==> src/rtl/clk_div_cfg_ctrl_if.sv <==
// ============================================================================
// Module   : clk_div_cfg_ctrl_if
// Brief    : Ratio-change request handshake between a requester and the
//            clock-divider configuration controller.
// Revision : 1.0
// ============================================================================
`default_nettype none

interface clk_div_cfg_ctrl_if;
  logic       i_cfg_valid;
  logic [7:0] i_cfg_ratio;
  logic       o_cfg_ready;

  modport master (
    output i_cfg_valid,
    output i_cfg_ratio,
    input  o_cfg_ready
  );

  modport slave (
    input  i_cfg_valid,
    input  i_cfg_ratio,
    output o_cfg_ready
  );
endinterface

`default_nettype wire

==> src/rtl/clk_div_cfg_ctrl.sv <==
// ============================================================================
// Module   : clk_div_cfg_ctrl
// Brief    : Validates divide-ratio change requests and applies them
//            glitch-safely (disable, quiesce, load, settle, re-enable).
//            Optional macro CLK_DIV_CFG_CLAMP_EN clamps ratios 0/1 to 2.
// Revision : 1.0
// ============================================================================
`default_nettype none

module clk_div_cfg_ctrl #(
  parameter logic [7:0] DEFAULT_RATIO = 8'd8,
  parameter int         QUIESCE_CYC   = 4,
  parameter int         SETTLE_CYC    = 2
) (
  input  wire logic              i_clk_ref,
  input  wire logic              i_rst_n,
  input  wire logic              i_en_req,
  clk_div_cfg_ctrl_if.slave      cfg,
  output logic                   o_clk_en,
  output logic [7:0]             o_div_ratio,
  output logic                   o_busy,
  output logic                   o_upd_done,
  output logic                   o_cfg_err
);

  localparam logic [7:0] C_Q_LAST = 8'(QUIESCE_CYC - 1);
  localparam logic [7:0] C_S_LAST = 8'(SETTLE_CYC - 1);

  typedef enum logic [1:0] {
    S_IDLE    = 2'd0,
    S_ARM     = 2'd1,
    S_QUIESCE = 2'd2,
    S_SETTLE  = 2'd3
  } state_e;

  state_e     state_q, state_d;
  logic [7:0] cnt_q, cnt_d;
  logic [7:0] pend_q, pend_d;
  logic [7:0] ratio_q, ratio_d;
  logic       clk_en_q, clk_en_d;
  logic       busy_q, busy_d;
  logic       done_q, done_d;
  logic       err_q, err_d;

  logic       w_accept;
  logic [7:0] w_req_ratio;
  logic       w_req_bad;

  assign cfg.o_cfg_ready = (state_q == S_IDLE);
  assign w_accept        = cfg.i_cfg_valid && (state_q == S_IDLE);

`ifdef CLK_DIV_CFG_CLAMP_EN
  always_comb begin
    w_req_ratio = (cfg.i_cfg_ratio < 8'd2) ? 8'd2 : cfg.i_cfg_ratio;
    w_req_bad   = 1'b0;
  end
`else
  always_comb begin
    w_req_ratio = cfg.i_cfg_ratio;
    w_req_bad   = (cfg.i_cfg_ratio < 8'd2);
  end
`endif

  always_comb begin
    state_d  = state_q;
    cnt_d    = cnt_q + 8'd1;
    pend_d   = pend_q;
    ratio_d  = ratio_q;
    clk_en_d = clk_en_q;
    busy_d   = busy_q;
    done_d   = 1'b0;
    err_d    = 1'b0;

    case (state_q)
      S_IDLE: begin
        cnt_d    = 8'd0;
        clk_en_d = i_en_req;
        busy_d   = 1'b0;
        if (w_accept) begin
          pend_d = w_req_ratio;
          if (w_req_bad) begin
            err_d = 1'b1;
          end else if (w_req_ratio == ratio_q) begin
            done_d = 1'b1;
          end else begin
            state_d = S_ARM;
          end
        end
      end
      // One-cycle hop so the enable drop and busy rise land on the edge after acceptance.
      S_ARM: begin
        state_d  = S_QUIESCE;
        cnt_d    = 8'd0;
        clk_en_d = 1'b0;
        busy_d   = 1'b1;
      end
      S_QUIESCE: begin
        if (cnt_q == C_Q_LAST) begin
          ratio_d = pend_q;
          state_d = S_SETTLE;
          cnt_d   = 8'd0;
        end
      end
      S_SETTLE: begin
        if (cnt_q == C_S_LAST) begin
          state_d  = S_IDLE;
          cnt_d    = 8'd0;
          busy_d   = 1'b0;
          done_d   = 1'b1;
          clk_en_d = i_en_req;
        end
      end
      default: begin
        state_d = S_IDLE;
        cnt_d   = 8'd0;
      end
    endcase
  end

  always_ff @(posedge i_clk_ref or negedge i_rst_n) begin
    if (!i_rst_n) begin
      state_q  <= S_IDLE;
      cnt_q    <= 8'd0;
      pend_q   <= DEFAULT_RATIO;
      ratio_q  <= DEFAULT_RATIO;
      clk_en_q <= 1'b0;
      busy_q   <= 1'b0;
      done_q   <= 1'b0;
      err_q    <= 1'b0;
    end else begin
      state_q  <= state_d;
      cnt_q    <= cnt_d;
      pend_q   <= pend_d;
      ratio_q  <= ratio_d;
      clk_en_q <= clk_en_d;
      busy_q   <= busy_d;
      done_q   <= done_d;
      err_q    <= err_d;
    end
  end

  assign o_clk_en    = clk_en_q;
  assign o_div_ratio = ratio_q;
  assign o_busy      = busy_q;
  assign o_upd_done  = done_q;
  assign o_cfg_err   = err_q;

endmodule

`default_nettype wire

==> src/flat_wrapper.sv <==
// flat-port wrapper written by rule: the top's interface ports become plain ports
module clk_div_cfg_ctrl_flat 
#(
  parameter logic [7:0] DEFAULT_RATIO = 8'd8,
  parameter int         QUIESCE_CYC   = 4,
  parameter int         SETTLE_CYC    = 2
)
  (i_clk_ref, i_rst_n, i_en_req, o_clk_en, o_div_ratio, o_busy, o_upd_done, o_cfg_err, cfg_i_cfg_valid, cfg_i_cfg_ratio, cfg_o_cfg_ready);
  clk_div_cfg_ctrl_if cfg_i ();
  input  wire logic i_clk_ref;
  input  wire logic i_rst_n;
  input  wire logic i_en_req;
  output logic o_clk_en;
  output logic [7:0] o_div_ratio;
  output logic o_busy;
  output logic o_upd_done;
  output logic o_cfg_err;
  input wire logic [$bits(cfg_i.i_cfg_valid)-1:0] cfg_i_cfg_valid;
  input wire logic [$bits(cfg_i.i_cfg_ratio)-1:0] cfg_i_cfg_ratio;
  output wire logic [$bits(cfg_i.o_cfg_ready)-1:0] cfg_o_cfg_ready;
  assign cfg_i.i_cfg_valid = cfg_i_cfg_valid;
  assign cfg_i.i_cfg_ratio = cfg_i_cfg_ratio;
  assign cfg_o_cfg_ready = cfg_i.o_cfg_ready;
  clk_div_cfg_ctrl #(.DEFAULT_RATIO(DEFAULT_RATIO), .QUIESCE_CYC(QUIESCE_CYC), .SETTLE_CYC(SETTLE_CYC)) u_core (.i_clk_ref(i_clk_ref), .i_rst_n(i_rst_n), .i_en_req(i_en_req), .cfg(cfg_i), .o_clk_en(o_clk_en), .o_div_ratio(o_div_ratio), .o_busy(o_busy), .o_upd_done(o_upd_done), .o_cfg_err(o_cfg_err));
endmodule
==> config.mk <==
export PLATFORM = sky130hd
export DESIGN_NAME = clk_div_cfg_ctrl_flat
export DESIGN_NICKNAME = d
export VERILOG_FILES = /design/src/rtl/clk_div_cfg_ctrl_if.sv /design/src/rtl/clk_div_cfg_ctrl.sv /design/src/flat_wrapper.sv
export SDC_FILE = /design/constraint.sdc
export NUM_CORES = 1
export LEC_CHECK = 0
export ABC_AREA = 1
export CAP_MARGIN = 20
export CORE_ASPECT_RATIO = 1.25
export CORE_MARGIN = 3
export CORE_UTILIZATION = 45
export DETAILED_ROUTE_END_ITERATION = 7
export DONT_BUFFER_PORTS = 1
export PLACE_DENSITY = 0.67
export SLEW_MARGIN = 40
export SYNTH_ARGS = -nofsm -noshare
export SYNTH_HDL_FRONTEND = slang
export SYNTH_SLANG_ARGS = --single-unit
==> constraint.sdc <==
create_clock -name i_clk_ref -period 1.5 [get_ports i_clk_ref]
set_clock_uncertainty 0.1 [all_clocks]
set_input_delay 0.15 -clock i_clk_ref [delete_from_list [all_inputs] [get_ports i_clk_ref]]
set_output_delay 0.15 -clock i_clk_ref [all_outputs]
set_load 0.01 [all_outputs]
# Word level (Yosys, flattened, before mapping)
# Index checks and enable logic that the tools add are counted.
[word_totals]
register_bits = 30
output_inout_bits = 13
[op_classes]
n_addsub = 1
n_lt_le_gt_ge = 1
eq_ne = 11
n_mux = 21
reduce_logical = 8
[ops]
columns = ["op", "n"]
rows = [
  ["$pmux 8 s3", 1],
  ["$mux 8", 2],
  ["$mux 2", 5],
  ["$mux 1", 9],
  ["$add 8x1->8 const B", 1],
  ["$eq 8x1->1 const B", 1],
  ["$eq 8x2->1 const B", 1],
  ["$eq 8x8->1", 1],
  ["$lt 8x2->1 const B", 1],
  ["$pmux 2 s4", 1],
  ["$ne 2x1->1 const B", 3],
  ["$pmux 1 s3", 2],
  ["$reduce_and 2->1", 3],
  ["$reduce_and 5->1", 1],
  ["$eq 2x2->1 const B", 2],
  ["$ne 2x2->1 const B", 2],
  ["$reduce_bool 3->1", 1],
  ["$eq 2x1->1 const B", 1],
  ["$logic_not 2->1", 1],
  ["$pmux 1 s2", 1],
  ["$reduce_or 2->1", 1],
  ["$logic_and 1x1->1", 1],
]

# Longest topological paths before layout
# Gate-level depths: netlist (run 1).
[logic_depth]
ltp_word = 5
mapped_depth = 11
depth_no_buf = 11

# Least setup slack after synthesis (run 1)
# No wires, ideal clock.
[synth_timing]
path_type = "register -> register"
startpoint = "register u_core.state_q[0]"
endpoint = "register u_core.pend_q[1]"
t_arrival_ns = 1.240
required_ns = 1.268
setup_slack_ns = 0.029
stages_incl_launch_ff = 6
path_buffers = 1
cell_sequence = "dfrtp_1 -> inv_1 -> ha_1 -> nand2_1 -> clkbuf_1 -> o21ai_0"
[synth_via]
elab_chain_cells = 3
[synth_lines]
columns = ["item", "line", "source"]
rows = [
  ["start, declared", "clk_div_cfg_ctrl.sv:36", "state_e state_q, state_d;"],
  ["start signal, assigned", "clk_div_cfg_ctrl.sv:131", "state_q <= state_d;"],
  ["$logic_not 2->1 (*)", "-", ""],
  ["via cfg_o_cfg_ready", "flat_wrapper.sv:20", "output wire logic [$bits(cfg_i.o_cfg_ready)-1:0] cfg_o_cfg_ready;"],
  ["$logic_and 1x1->1", "clk_div_cfg_ctrl.sv:50", "assign w_accept = cfg.i_cfg_valid && (state_q == S_IDLE);"],
  ["$reduce_and 2->1 (no source line) (*)", "-", ""],
  ["end signal, assigned", "clk_div_cfg_ctrl.sv:133", "pend_q <= pend_d;"],
  ["end, declared", "clk_div_cfg_ctrl.sv:38", "logic [7:0] pend_q, pend_d;"],
]
# The timed path passes the listed nets; every way through them passes the cells marked *.
# A chain may end at the register's enable or synchronous reset.

# Worst setup path after layout (run 1)
[layout_timing]
startpoint = "register u_core.state_q[0]"
endpoint = "register u_core.cnt_q[0]"
[layout_via]
elab_chain_cells = 3
elab_cells_between_ends = 6
classes_between = "eq/ne: 3; mux: 1; reduce/logical: 2"
[layout_lines]
columns = ["item", "line", "source"]
rows = [
  ["$eq 2x1->1 / $logic_not 2->1 (equally long branches)", "clk_div_cfg_ctrl.sv:74", "case (state_q)"],
  ["$reduce_or 2->1 (no source line)", "-", ""],
  ["$pmux 8 s3 (*)", "clk_div_cfg_ctrl.sv:74", ""],
  ["via u_core.cnt_d[0]", "clk_div_cfg_ctrl.sv:37", "logic [7:0] cnt_q, cnt_d;"],
  ["end signal, assigned", "clk_div_cfg_ctrl.sv:132", "cnt_q <= cnt_d;"],
  ["end, declared", "clk_div_cfg_ctrl.sv:37", ""],
]
# Marks and branches as above.

==> impl_metrics.ini, run 1 <==
[floorplan]
fp.coreArea_sq_um = 3250
start_util_pct = 47.5
die_h_microns = 71.5
row_count = 23
dieArea_sq_um = 4170
die_w_microns = 58.4
io_pins = 25

[sta]
drv_slew = 0
rsz0062_at_grt = yes
worst_slew_pin_slew_ps = 223
hold_violations = 0
fin_crit_sh_pct = 96.9
setup_viol = 0
fin_crit_ps = 1450
relSlewSlack_pct = 85.1
fmax_ghz = 0.688

[setup_path]
cpPeakStageDelay_ps = 400
crit_fanout = 7
cp_top_family = flip-flops
cp_slowest_cell = dfrtp_1
path_cells = buf_4 -> ha_1 -> inv_1 -> nor2_2 -> nor2_8 -> buf_4 -> nor2_1
critPathBufInv = 3
path_class = flop to flop
setup.worst_path.end_class = flop
critPathLaunchType = flop
worstPathArrival_ps = 1520
crit_top_cell = buf_4
required_ps = 1570

[drt]
dr_total_vias = 1250
drc_errors = 0
ant_nets = 0
wire_per_inst_microns = 13.2
vias_per_cell = 5.08
drt_iter0_drc = 69
routed_wirelength_microns = 3250
first_pass_iters = 4

[synth]
syn_avg_cell_area_sq_um = 8.87
ys_seq_area_share_pct = 48.8
synth_top_cell_area_share_pct = 45.4
ys_warn_count = 0
ys.flop_type = dfrtp_1
synth_top_cells_by_area = dfrtp_1 45%, nand2_1 9.5%, ha_1 5.7%
synth.most_common_cell = nand2_1
postSynth.asyncResetShare_pct = 100
synthTopCellsByCount = 39 x nand2_1, 28 x dfrtp_1, 23 x inv_1
yosys.area.top_type = dfrtp_1
synth_fp_nets = 193
synth.distinct_cells = 27
synth_edf_count = 0
mappedNetlistArea_sq_um = 1540
synth-seq-cells = 30
syn_inst = 174

[power_and_ir_drop]
netSwitchingFraction_pct = 37.1
power_density_nw_per_um2 = 1720
pwr-share-clk_pct = 19.6
p_leak_uw = 0.000971
total_power_uw = 3410
power.switching_uw = 1270
ir_worst_vdd_v = 0.00108
power_frac_seq_pct = 39.4
internal_power_uw = 2140
power_frac_comb_pct = 41.0

[placement]
numPortBuffers = 0
place_congestion = 0.832
dpl_cell_area_sq_um = 1670
dp_hpwl_microns = 2280

[finish]
area_delta_synth_final_pct = 28.3
final_area_sq_um = 1980
drive_above_1_share_pct = 26.8
num_antenna_cells = 0
nNetsFinal = 227
n_fill_cell = 291

[outcome]
status = finished clean

[global_routing]
grt_antenna_before_repair = 0
track_usage_pct = 16.9
grt_pass1_vias = 1256
grt_max_degree = 31
grt_pass1_wl_microns = 5350
overflow = 0

[cts]
numCtsBuffers = 5
path_clk_slew_ps = 60
clock-root-buffer = clkbuf_8
cts_tree = built
insertion_delay_ps = 280
clock-sinks = 30
clockBufferDepth = 2
cts.htree.levels = 2

[min_path]
min_path_type = input port to flop

[run]
maxCapViolCount = 0
[tightest hold or removal path: cells and delay by family]
family                 cells  cell delay (ps)
buffers and inverters      1               70
AND/OR/NAND/NOR            4              150
[power groups by stage]
| stage | logic [uW] | clock network, uW | registers (uW) |
|---|---|---|---|
| floorplan | 850 | 0 | 1310 |
| global placement | 1180 | 0 | 1310 |
| detailed placement | 1230 | 0 | 1320 |
| CTS | 1310 | 689 | 1320 |
| global route | 1570 | 718 | 1380 |
| finish | 1400 | 667 | 1340 |
[placed cells by master, fill, tap and decap left out]
master         synthesis  layout
dfrtp_1               28      26
dfrtp_2                0       2
nand3_1                4       4
nand2_4                1       1
dlygate4sd3_1          0      10
buf_6                  1       1
nor2_1                18      16
clkinv_2               0       1
ha_4                   0       3
inv_2                  0       3
xor2_1                 1       1
dfstp_2                2       2
buf_4                  0      17
o21ai_1                2       3
nor2_8                 1       1
nor2_4                 1       2
o21ai_0                9       8
mux2_4                 3       3
clkbuf_8               0       6
nor3_1                 3       3
nor2_2                 5       6
nor3b_1                1       1
a21oi_1               10      10
or2_2                  1       1
nand2_1               39      37
nand2_2                2       4
xnor2_1                6       6
ha_1                   7       4
inv_1                 23      20
nand4_1                2       2
nand3b_1               1       1
nand3_2                1       1
clkbuf_1               1       1
buf_12                 0       1
mux2_2                 1       1
[layout make-up]
class,count,area (sq um),share of cell area (%)
Sequential cell,30,756,38.2
Clock inverter,1,5.00,0.253
Clock buffer,7,86.3,4.36
Tap cell,37,46.3,2.34
Multi-Input combinational cell,119,742,37.5
Inverter,23,86.3,4.36
Timing Repair Buffer,29,259,13.1
[flip-flops by register name (all words and copies together), names as in the netlist]
register and count:
u_core.cnt_q 8, u_core.o_busy 1, u_core.o_cfg_err 1, u_core.o_clk_en 1, u_core.o_div_ratio 8, u_core.o_upd_done 1, u_core.pend_q 8, u_core.state_q 2
[through the flow]
stage	TNS (ps)	setup WS, ps	hold WS [ps]	util (%)	cells
final	0	46.2	21.5	60.9	246
after global routing	-215	-52.4	42.4	60.9	246
after CTS	0	7.24	12.9	58.5	242
after detailed placement	-105	-38.8	-245	51.2	221
after global placement	0	30.7	-244	51.2	221
after floorplan	0	28.5	-246	-	174
[cell families (layout without fill, tap and decap cells)]
kind of cell | after synthesis | in the layout | share of synthesized area (%)
fa+ha+maj | 7 | 7 | 5.67
buf+inv | 25 | 60 | 6.56
mux | 4 | 4 | 3.65
xor+xnor | 7 | 7 | 3.97
compound gates | 21 | 21 | 6.81
simple gates | 80 | 80 | 24.6
flops | 30 | 30 | 48.8
[final timing paths]
kind	slack [ps]	end	from	cells past startpoint
min in group asynchronous	200	u_core.cnt_q[4]	i_rst_n	2
hold / removal	20	u_core.o_cfg_err	cfg_i_cfg_ratio[3]	5
setup / recovery	50	u_core.cnt_q[0]	u_core.state_q[0]	7
hold reg to reg	380	u_core.pend_q[3]	u_core.pend_q[3]	2
max in group asynchronous	860	u_core.pend_q[3]	i_rst_n	2
setup reg to reg	50	u_core.cnt_q[0]	u_core.state_q[0]	7
[per-layer routing]
metal | part of all wire, % | global-route usage [%]
met1 | 38 | 17.1
met2 | 55 | 30.7
met3 | 5.0 | 5.59
met4 | 2.3 | 7.22
met5 | 0 | 0
[what timing repair did]
action	4_1_cts	5_1_grt
hold buffers	11	0
pin swaps	0	6
gates resized for setup	4	14
endpoints found under the setup margin	7	24
endpoints found under the hold margin	39	0
setup buffers	2	4
Note: power is estimated with default switching activity, not from simulation.
==> inputs of run 2 (changes only) <==
--- a/config.mk
+++ b/config.mk
@@ -12,2 +12,3 @@
 export CORE_UTILIZATION = 45
+export CTS_CLUSTER_SIZE = 10
 export DETAILED_ROUTE_END_ITERATION = 7
--- a/constraint.sdc
+++ b/constraint.sdc
@@ -4,2 +4,2 @@
 set_output_delay 0.15 -clock i_clk_ref [all_outputs]
-set_load 0.01 [all_outputs]
+set_load 0.005 [all_outputs]
==> run 2 against run 1 <==
Register-to-register slack lost 20 ps. Clock power increased by 53%. Hold slack worse by 1.1 ps. Sequential share of layout area is 0.79 points lower. Maximum frequency decreased by 1.6%. Critical endpoint is now u_core.o_div_ratio[6]. Setup slack got worse by 24 ps.
==> impl_metrics.ini, run 2 (synthesis results as in run 1) <==
[power_and_ir_drop]
p_leak_uw = 0.000985
power_frac_seq_pct = 35.5
ir_worst_vdd_v = 0.00108
netSwitchingFraction_pct = 34.2
internal_power_uw = 2460
power.switching_uw = 1280
power_density_nw_per_um2 = 1860
power_frac_comb_pct = 37.1
pwr-share-clk_pct = 27.3
total_power_uw = 3750

[sta]
drv_slew = 0
fin_crit_sh_pct = 98.5
rsz0062_at_grt = yes
worst_slew_pin_slew_ps = 230
hold_violations = 0
setup_viol = 0
relSlewSlack_pct = 84.5
fmax_ghz = 0.677
fin_crit_ps = 1480

[floorplan]
die_w_microns = 58.4
row_count = 23
fp.coreArea_sq_um = 3250
start_util_pct = 47.5
die_h_microns = 71.5
dieArea_sq_um = 4170
io_pins = 25

[finish]
layout_commonest_cell = nand2_1
num_antenna_cells = 0
area_delta_synth_final_pct = 30.8
nNetsFinal = 222
n_fill_cell = 271
drive_above_1_share_pct = 27.5
layout_common_cells = 35 x nand2_1, 27 x dfrtp_1, 18 x nor2_1
multi_input_area_sq_um = 769
layout.cells.non_filler = 241
seq_area_sq_um = 754

[run]
maxCapViolCount = 0

[setup_path]
cpPeakStageDelay_ps = 390
crit_fanout = 9
required_ps = 1570
cp_top_family = simple AND/OR/NAND/NOR gates
path_class = flop to flop
worstPathArrival_ps = 1550
critPathLaunchType = flop
path_cells = nor2_2 -> nand3_4 -> nor2_4 -> nand2_4 -> mux2_4
cp_slowest_cell = dfrtp_1
critPathBufInv = 0
setup.worst_path.end_class = flop

[global_routing]
grt_antenna_before_repair = 0
track_usage_pct = 16.9
overflow = 0
grt_pass1_vias = 1245
grt_max_degree = 31
grt_pass1_wl_microns = 5310

[drt]
top_layer = met4
drc_errors = 0
met1_length_microns = 1260
drt_iter0_drc = 44
routed_wirelength_microns = 3170
first_pass_iters = 4
routed-wl-met3_microns = 172
met2_length_microns = 1690
dr_total_vias = 1226
wire_per_inst_microns = 13.2
ant_nets = 0
vias_per_cell = 5.09

[cts]
clock-root-buffer = clkbuf_8
numCtsBuffers = 5
insertion_delay_ps = 290
clockBufferDepth = 2
path_clk_slew_ps = 70
clock-sinks = 30
cts.htree.levels = 2
cts_tree = built

[placement]
dp_cells = 217
place_congestion = 0.769
numPortBuffers = 0
dp_hpwl_microns = 2230

[min_path]
min_path_type = input port to flop

[outcome]
status = finished clean
-- run 2: what timing repair did --
action	CTS	global route
hold buffers	12	0
setup endpoints to repair	7	20
setup buffers	0	4
pin swaps	0	5
hold endpoints to repair	40	0
resized for setup	2	23
-- run 2: layout make-up --
| type | instances | area share [%] |
|---|---|---|
| clock buffers | 6 | 4.09 |
| multi-input cells | 119 | 38.1 |
| clock inverters | 2 | 2.97 |
| inverters | 23 | 4.28 |
| flip-flops and latches | 30 | 37.4 |
| well taps | 37 | 2.29 |
| repair buffers | 24 | 10.9 |
-- run 2: final timing paths --
path                            slack [ps]               start                    end  cells after the start
worst max register to register          20     u_core.cnt_q[6]  u_core.o_div_ratio[6]                      5
worst min register to register         380    u_core.pend_q[3]       u_core.pend_q[3]                      2
min in group asynchronous              190             i_rst_n        u_core.cnt_q[5]                      2
worst max-delay path                    20     u_core.cnt_q[6]  u_core.o_div_ratio[6]                      5
max in group asynchronous              860             i_rst_n       u_core.pend_q[3]                      2
worst min-delay path                    20  cfg_i_cfg_ratio[3]       u_core.o_cfg_err                      5
-- run 2: worst register-to-register path, stage by stage, from the launching register on --
cell,delay [ps]
dfrtp_1,390
nor2_2,150
nand3_4,110
nor2_4,180
nand2_4,130
mux2_4,320
-- run 2: power by group through the flow --
stage	clock [uW]	sequential, uW	combinational (uW)
detailed placement	0	1310	1160
finish	1020	1330	1390
global placement	0	1300	1100
global route	1070	1370	1540
floorplan	0	1270	844
CTS	1040	1310	1230
-- run 2: metrics by stage --
step | setup WS, ps | utilization (%) | hold slack [ps] | TNS (ps) | cell area [sq um]
4_1_cts | -3.32 | 58.8 | 13.4 | -3.32 | 1910
3_3_place_gp | 27.5 | 50.3 | -245 | 0 | 1640
2_1_floorplan | 59.2 | - | -246 | 0 | 1540
6_report | 22.6 | 62.1 | 20.4 | 0 | 2020
3_5_place_dp | -36.1 | 50.3 | -245 | -96.2 | 1640
5_1_grt | -41.1 | 62.1 | 61.0 | -176 | 2020
-- run 2: layer usage --
layer | up-vias | track usage [%]
met5 | - | 0
met1 | 594 | 17.7
met3 | 7 | 6.85
met2 | 24 | 29.7
li1 | 601 | -
met4 | 0 | 6.19
